File: config.mk
export PLATFORM = sky130hd
export DESIGN_NAME = regfile_dump_reader
export DESIGN_NICKNAME = d
export VERILOG_FILES = /design/src/rtl/regfile_dump_reader.sv
export SDC_FILE = /design/constraint.sdc
export NUM_CORES = 2
export LEC_CHECK = 0
export BUFFER_PORTS_ARGS = -buffer_cell sky130_fd_sc_hd__buf_2
export CORE_MARGIN = 8
export CORE_UTILIZATION = 53
export CTS_BUF_LIST = sky130_fd_sc_hd__clkbuf_2
export DETAILED_ROUTE_END_ITERATION = 10
export GPL_TIMING_DRIVEN = 0
export PLACE_DENSITY = 0.8
export SYNTH_ARGS = -nofsm -noshare
export SYNTH_HDL_FRONTEND = slang
export SYNTH_SLANG_ARGS = --single-unit
File: constraint.sdc
create_clock -name clk -period 77.7 [get_ports clk]
set_input_delay 0 -clock clk [delete_from_list [all_inputs] [get_ports clk]]
set_output_delay 0 -clock clk [all_outputs]
set_load 0.01 [all_outputs]
File: src/rtl/regfile_dump_reader.sv
// regfile_dump_reader: snapshots a flattened register-file bus in one cycle and
// streams it out one register per handshake, optionally only words changed since the last dump.
module regfile_dump_reader #(
   parameter int NUM_REGS   = 32,
   parameter int DATA_WIDTH = 32,
   parameter int IDX_WIDTH  = 5
) (
   input  logic                           clk,
   input  logic                           rst,
   input  logic                           start,
   input  logic                           changed_only,
   input  logic [NUM_REGS*DATA_WIDTH-1:0] full_register_file,
   input  logic                           out_ready,
   output logic                           out_valid,
   output logic [DATA_WIDTH-1:0]          out_data,
   output logic [IDX_WIDTH-1:0]           out_index,
   output logic                           busy,
   output logic                           done
);

   localparam logic [IDX_WIDTH-1:0] LAST_IDX = IDX_WIDTH'(NUM_REGS - 1);

   typedef enum logic [1:0] {
      ST_IDLE = 2'b00,
      ST_SCAN = 2'b01,
      ST_DONE = 2'b10
   } state_t;

   state_t                state_r;
   state_t                state_s;
   logic [IDX_WIDTH-1:0]  idx_r;
   logic [IDX_WIDTH-1:0]  idx_s;
   logic                  mode_r;
   logic [DATA_WIDTH-1:0] snap_r [NUM_REGS];
   logic [DATA_WIDTH-1:0] prev_r [NUM_REGS];
   logic                  load_s;
   logic                  commit_s;
   logic                  emit_s;

   // Next-state, index advance and combinational outputs from registered state.
   always_comb begin
      state_s   = state_r;
      idx_s     = idx_r;
      load_s    = 1'b0;
      commit_s  = 1'b0;
      emit_s    = 1'b0;
      out_valid = 1'b0;
      out_data  = {DATA_WIDTH{1'b0}};
      out_index = {IDX_WIDTH{1'b0}};
      busy      = 1'b0;
      done      = 1'b0;
      case (state_r)
         ST_IDLE: begin
            if (start) begin
               load_s  = 1'b1;
               idx_s   = {IDX_WIDTH{1'b0}};
               state_s = ST_SCAN;
            end else begin
               state_s = ST_IDLE;
            end
         end
         ST_SCAN: begin
            busy      = 1'b1;
            emit_s    = !mode_r || (snap_r[idx_r] != prev_r[idx_r]);
            out_valid = emit_s;
            out_data  = snap_r[idx_r];
            out_index = idx_r;
            // A skipped register advances unconditionally; an emitted one waits for the transfer.
            if (!emit_s || out_ready) begin
               if (idx_r == LAST_IDX) begin
                  commit_s = 1'b1;
                  idx_s    = {IDX_WIDTH{1'b0}};
                  state_s  = ST_DONE;
               end else begin
                  idx_s = idx_r + IDX_WIDTH'(1);
               end
            end else begin
               idx_s = idx_r;
            end
         end
         ST_DONE: begin
            busy    = 1'b1;
            done    = 1'b1;
            state_s = ST_IDLE;
         end
         default: begin
            state_s = ST_IDLE;
         end
      endcase
   end

   // Control state: FSM state, scan index and latched dump mode.
   always_ff @(posedge clk) begin
      if (!rst) begin
         state_r <= ST_IDLE;
         idx_r   <= {IDX_WIDTH{1'b0}};
         mode_r  <= 1'b0;
      end else begin
         state_r <= state_s;
         idx_r   <= idx_s;
         if (load_s) begin
            mode_r <= changed_only;
         end
      end
   end

   // Snapshot captured on an accepted start; prev only takes it once a dump completes.
   always_ff @(posedge clk) begin
      if (!rst) begin
         for (int i = 0; i < NUM_REGS; i++) begin
            snap_r[i] <= {DATA_WIDTH{1'b0}};
            prev_r[i] <= {DATA_WIDTH{1'b0}};
         end
      end else begin
         if (load_s) begin
            for (int i = 0; i < NUM_REGS; i++) begin
               snap_r[i] <= full_register_file[i*DATA_WIDTH +: DATA_WIDTH];
            end
         end
         if (commit_s) begin
            for (int i = 0; i < NUM_REGS; i++) begin
               prev_r[i] <= snap_r[i];
            end
         end
      end
   end

endmodule

==> results of run 1 <==
==> kinds of logic after synthesis <==
group | Yosys count | synth area share (%)
and+or+nand+nor | 2343 | 15.4
DFF | 2061 | 66.6
muxes | 732 | 13.1
buffers and inverters | 425 | 2.11
AOI/OAI and AO/OA | 315 | 2.42
xor gates and xnor gates | 37 | 0.349
adders and majority gates | 5 | 0.0674
==> stage by stage <==
stage | setup slack, ns | utilization, % | instance area (sq um) | hold slack [ns] | instances
after floorplan | 26.93 | - | 92800 | 0.147 | 5918
after global placement | 2.89 | 58.1 | 101000 | 0.277 | 9311
after detailed placement | 67.51 | 59.0 | 103000 | 0.280 | 9377
==> metrics.md, run 1 <==
| Metric | Value |
|---|---|
| Area share of the largest cell type after synthesis | `66.3%` |
| Most area-consuming cells after synthesis | `edfxtp_1, and2_1, mux4_2` |
| Failed at | `4_1_cts` |
| Post-synth EDFFs | `2048` |
| Rows | `153` |
| FF+latch count, synth | `2061` |
| Status | `aborted with a tool error` |
| GPL Wtd Cong | `1.05` |
| Synth Instances | `5918` |
| Log Error | `[ERROR RSZ-0060] Max buffer count reached.` |
| Sequential-to-total area share from yosys stat | `66.6%` |
| Async set-reset flop share out of synthesis | `0%` |
| PortBufs | `1068` |
| Synthesized cell area | `92800 sq um` |
| Die height | `434 um` |
| Cell taking the most area after synthesis | `edfxtp_1` |
| Primary FF master, synth | `edfxtp_1` |
| CTS buffer count | `558` |
| Clock root buffer | `clkbuf_2` |
| CTS Buffer Depth | `4` |
| Post-DP HPWL | `359000 um` |
| Yosys warning count | `0` |
| H-Tree Depth | `6` |
| Die Wd | `434 um` |
| Top post-synthesis cells by count | `and2_1, edfxtp_1, mux4_2` |
| Number of post-CTS setup repair buffers | `0` |
| Most frequent cell after synthesis | `and2_1` |
| Synth cell types | `60` |
| Post-CTS Hold Buffers | `2056` |
| Syn avg cell area | `15.7 sq um` |
| CTS sink cnt | `2061` |
| Mapped Nets | `6952` |
| Initial core utilization | `53.3%` |
| # IOs | `1069` |
| Cts repair resizes | `0` |
==> run 2, diff against run 1 <==
CORE_UTILIZATION = 38   (was 53)
CTS_BUF_LIST = default   (was sky130_fd_sc_hd__clkbuf_2)
PLACE_DENSITY = default   (was 0.8)
PLACE_DENSITY_LB_ADDON = 0.15   (was default)
clock period = 101 ns   (was 77.7 ns; I/O delays follow)
==> run 2 against run 1 <==
The flow now finishes, with violations (max-capacitance violations, max-slew violations). Synthesized cell count did not move. Synthesized area did not move.
==> metrics.md, run 2 <==
| Metric | Value |
|---|---|
| Cell taking the most area after synthesis | `edfxtp_1` |
| Largest net degree at the start of global routing | `72` |
| WS Path Type | `register to register` |
| H-Tree Depth | `4` |
| Worst-Skew Late Latency | `0.93 ns` |
| Mapped Nets | `6952` |
| Slowest stage delay, CP | `1.01 ns` |
| CTS sink cnt | `2061` |
| Number of global-route vias before repair | `75358` |
| # IOs | `1069` |
| Top cell by count, worst path | `buf_12` |
| CP Cell Sequence | `buf_4 -> buf_4 -> buf_2 -> buf_4 -> buf_2 -> buf_2 -> mux2i_1 -> a22oi_1 -> nand3_1 -> nand4_1 -> xnor2_1 -> nand3_1 -> nor4_1 -> a41oi_1 -> clkbuf_1 -> nand2b_1 -> o21ai_4 -> buf_12 -> buf_12 -> buf_16 -> buf_12 -> buf_12` |
| CTS Buffer Depth | `3` |
| Synth cell types | `60` |
| Drt first pass iters | `6` |
| CP bufs+invs | `12` |
| Most frequent cells in the layout | `and2_1, edfxtp_1, dlygate4sd3_1, buf_2, mux4_2` |
| Area share of the largest cell type after synthesis | `66.3%` |
| Initial core utilization | `38.2%` |
| Yosys warning count | `0` |
| Fin Clk Skew | `0.0763 ns` |
| Most area-consuming cells after synthesis | `edfxtp_1, and2_1, mux4_2` |
| PwrDens | `16.2 nW/um^2` |
| Global router's overall resource usage | `41.7%` |
| Area grow syn2layout | `40.4%` |
| Sequential-to-total area share from yosys stat | `66.6%` |
| Vias/cell | `6.14` |
| Nets | `10218` |
| Filler cells | `19728` |
| Largest regs | `prev_r (1024), snap_r (1024), idx_r (5)` |
| Met2 wire length | `235000 um` |
| Min Tclk post-route | `10.48 ns` |
| FF+latch count, synth | `2061` |
| CP required | `101.56 ns` |
| Die height | `510 um` |
| Worst EP arrival | `11.03 ns` |
| Worst rel slew slack | `-14.8%` |
| R2r setup slk | `90.52 ns` |
| Max FO, Critical Path | `29` |
| DRC Markers | `0` |
| Hold WS | `0.0243 ns` |
| Hold Crit Class | `input port to register` |
| Routed WL per cell | `44.2 um` |
| CTS buffer count | `224` |
| Highest routed layer | `met5` |
| Number of post-CTS setup repair buffers | `0` |
| Worst vdd rail ir drop | `0.0194 mV` |
| Crit. End Element | `register` |
| Post-synth EDFFs | `2048` |
| Synth Instances | `5918` |
| Aggregate global routing overflow | `0` |
| Setup TNS | `0 ns` |
| Antenna violations before repair | `169` |
| Worst Max-Slew Pin Slew | `1.72 ns` |
| Met3 wire length | `77500 um` |
| Post-DP HPWL | `394000 um` |
| Initial DRC Count | `15200` |
| PortBufs | `1068` |
| Tcrit/Tclk final | `10.4%` |
| Clock root buffer | `clkbuf_16` |
| Detailed-route via count | `77884` |
| Async set-reset flop share out of synthesis | `0%` |
| Max-cap violations | `27` |
| Slowest CP cell | `xnor2_1` |
| Post-DRT Antenna Nets | `0` |
| CORE AREA | `243000 sq um` |
| Primary FF master, synth | `edfxtp_1` |
| Final Hold Fails | `0` |
| Failing checks | `max-capacitance violations, max-slew violations` |
| GPL Wtd Cong | `1.00` |
| Post-Route WL | `560000 um` |
| Clk pin slew, worst setup/hold paths | `0.07 ns` |
| Die Wd | `510 um` |
| Setup-failing EPs final | `0` |
| Syn avg cell area | `15.7 sq um` |
| CP top delay family | `buffers and inverters` |
| Most frequent cell after synthesis | `and2_1` |
| Die area | `260000 sq um` |
| Status | `complete, but fails checks` |
| Share of layout cells above drive strength 1 | `22.3%` |
| First-pass GRT wire length | `710000 um` |
| Rows | `181` |
| RSZ-0062 raised after global routing | `no` |
| Highest Clock Rate | `95.5 MHz` |
| Synthesized cell area | `92800 sq um` |
| Pins over their slew limit | `275` |
| CTS tree | `yes` |
| Top post-synthesis cells by count | `and2_1, edfxtp_1, mux4_2` |
| Startpoint types | `register` |
| Most common cell after layout, fill and taps aside | `and2_1` |
| Routed met1 length | `194000 um` |
| LEAKAGE | `49.1 nW` |
## run 2: cell counts after synthesis
Identical to the previous run, type by type.
## run 2: per-stage QoR
stage / util (%) / setup WS, ns / power (mW) / cells / area (sq um)
after floorplan: - / 22.56 / 1.20 / 5918 / 92800
after global placement: 42.0 / -14.83 / 1.36 / 10188 / 102000
after detailed placement: 42.8 / 91.05 / 1.23 / 10267 / 104000
after CTS: 53.5 / 91.03 / 2.09 / 12568 / 130000
after global routing: 53.5 / 90.87 / 2.13 / 12593 / 130000
final: 53.6 / 90.52 / 2.11 / 12676 / 130000
## run 2: worst reg2reg max path, cell delays in order (launching register included)
cell and delay [ns]:
dfxtp_1 0.31, buf_4 0.30, buf_4 0.57, buf_2 0.50, buf_4 0.51, buf_2 0.96
buf_2 0.78, mux2i_1 0.36, a22oi_1 0.11, nand3_1 0.18, nand4_1 0.19, xnor2_1 1.01
nand3_1 0.36, nor4_1 0.93, a41oi_1 0.47, clkbuf_1 0.38, nand2b_1 0.31, o21ai_4 0.65
buf_12 0.29, buf_12 0.24, buf_16 0.21, buf_12 0.24, buf_12 0.24
## run 2: layout make-up
type	instances	area [sq um]	share of cell area, %
Inverter	11	41.3	0.0317
Clock buffer	286	5880	4.51
Clock inverter	125	1130	0.869
Timing Repair Buffer	3040	26100	20.0
Sequential cell	2061	61800	47.4
Antenna cell	105	263	0.202
Tap cell	3202	4010	3.07
Buffer	414	1970	1.51
Multi-Input combinational cell	3432	29100	22.4
## run 2: worst paths after layout
check | start | end | cells after the start
max | register | prev_r[5][1]$_SDFFCE_PN0P_ | 22
min | full_register_file[482] | snap_r[15][2]$_SDFFCE_PN0P_ | 3
max reg2reg | register | prev_r[5][1]$_SDFFCE_PN0P_ | 22
min reg2reg | snap_r[23][27]$_SDFFCE_PN0P_ | prev_r[23][27]$_SDFFCE_PN0P_ | 1
## run 2: routing by layer
metal  vias to the layer above  GRT usage [%]
met2                      7556           60.4
met1                     39876           52.4
li1                      28691              -
met4                        22           31.8
met3                      1739           12.6
met5                         -              0
## run 2: cell families (layout without fill, tap and decap cells)
group | count (synthesis) | in the layout | share of synthesized area [%]
DFF | 2061 | 2061 | 66.6
xor gates and xnor gates | 37 | 37 | 0.349
and+or+nand+nor | 2343 | 2343 | 15.4
AOI/OAI and AO/OA | 315 | 315 | 2.42
other | 0 | 105 | 0
adders and majority gates | 5 | 5 | 0.0674
buffers and inverters | 425 | 3876 | 2.11
muxes | 732 | 732 | 13.1
## run 2: power by group
part | switching, mW | internal (mW) | total [mW]
logic | 0.126 | 0.110 | 0.236
registers | 0.0448 | 1.01 | 1.05
clock network | 0.376 | 0.443 | 0.818
## run 2: repair_timing
action / 4_1_cts / 5_1_grt
endpoints found under the hold margin: 1033 / 0
hold buffers: 1890 / 0
gates resized for setup: 0 / 0
No activity file was read; power rests on OpenSTA's default activity.
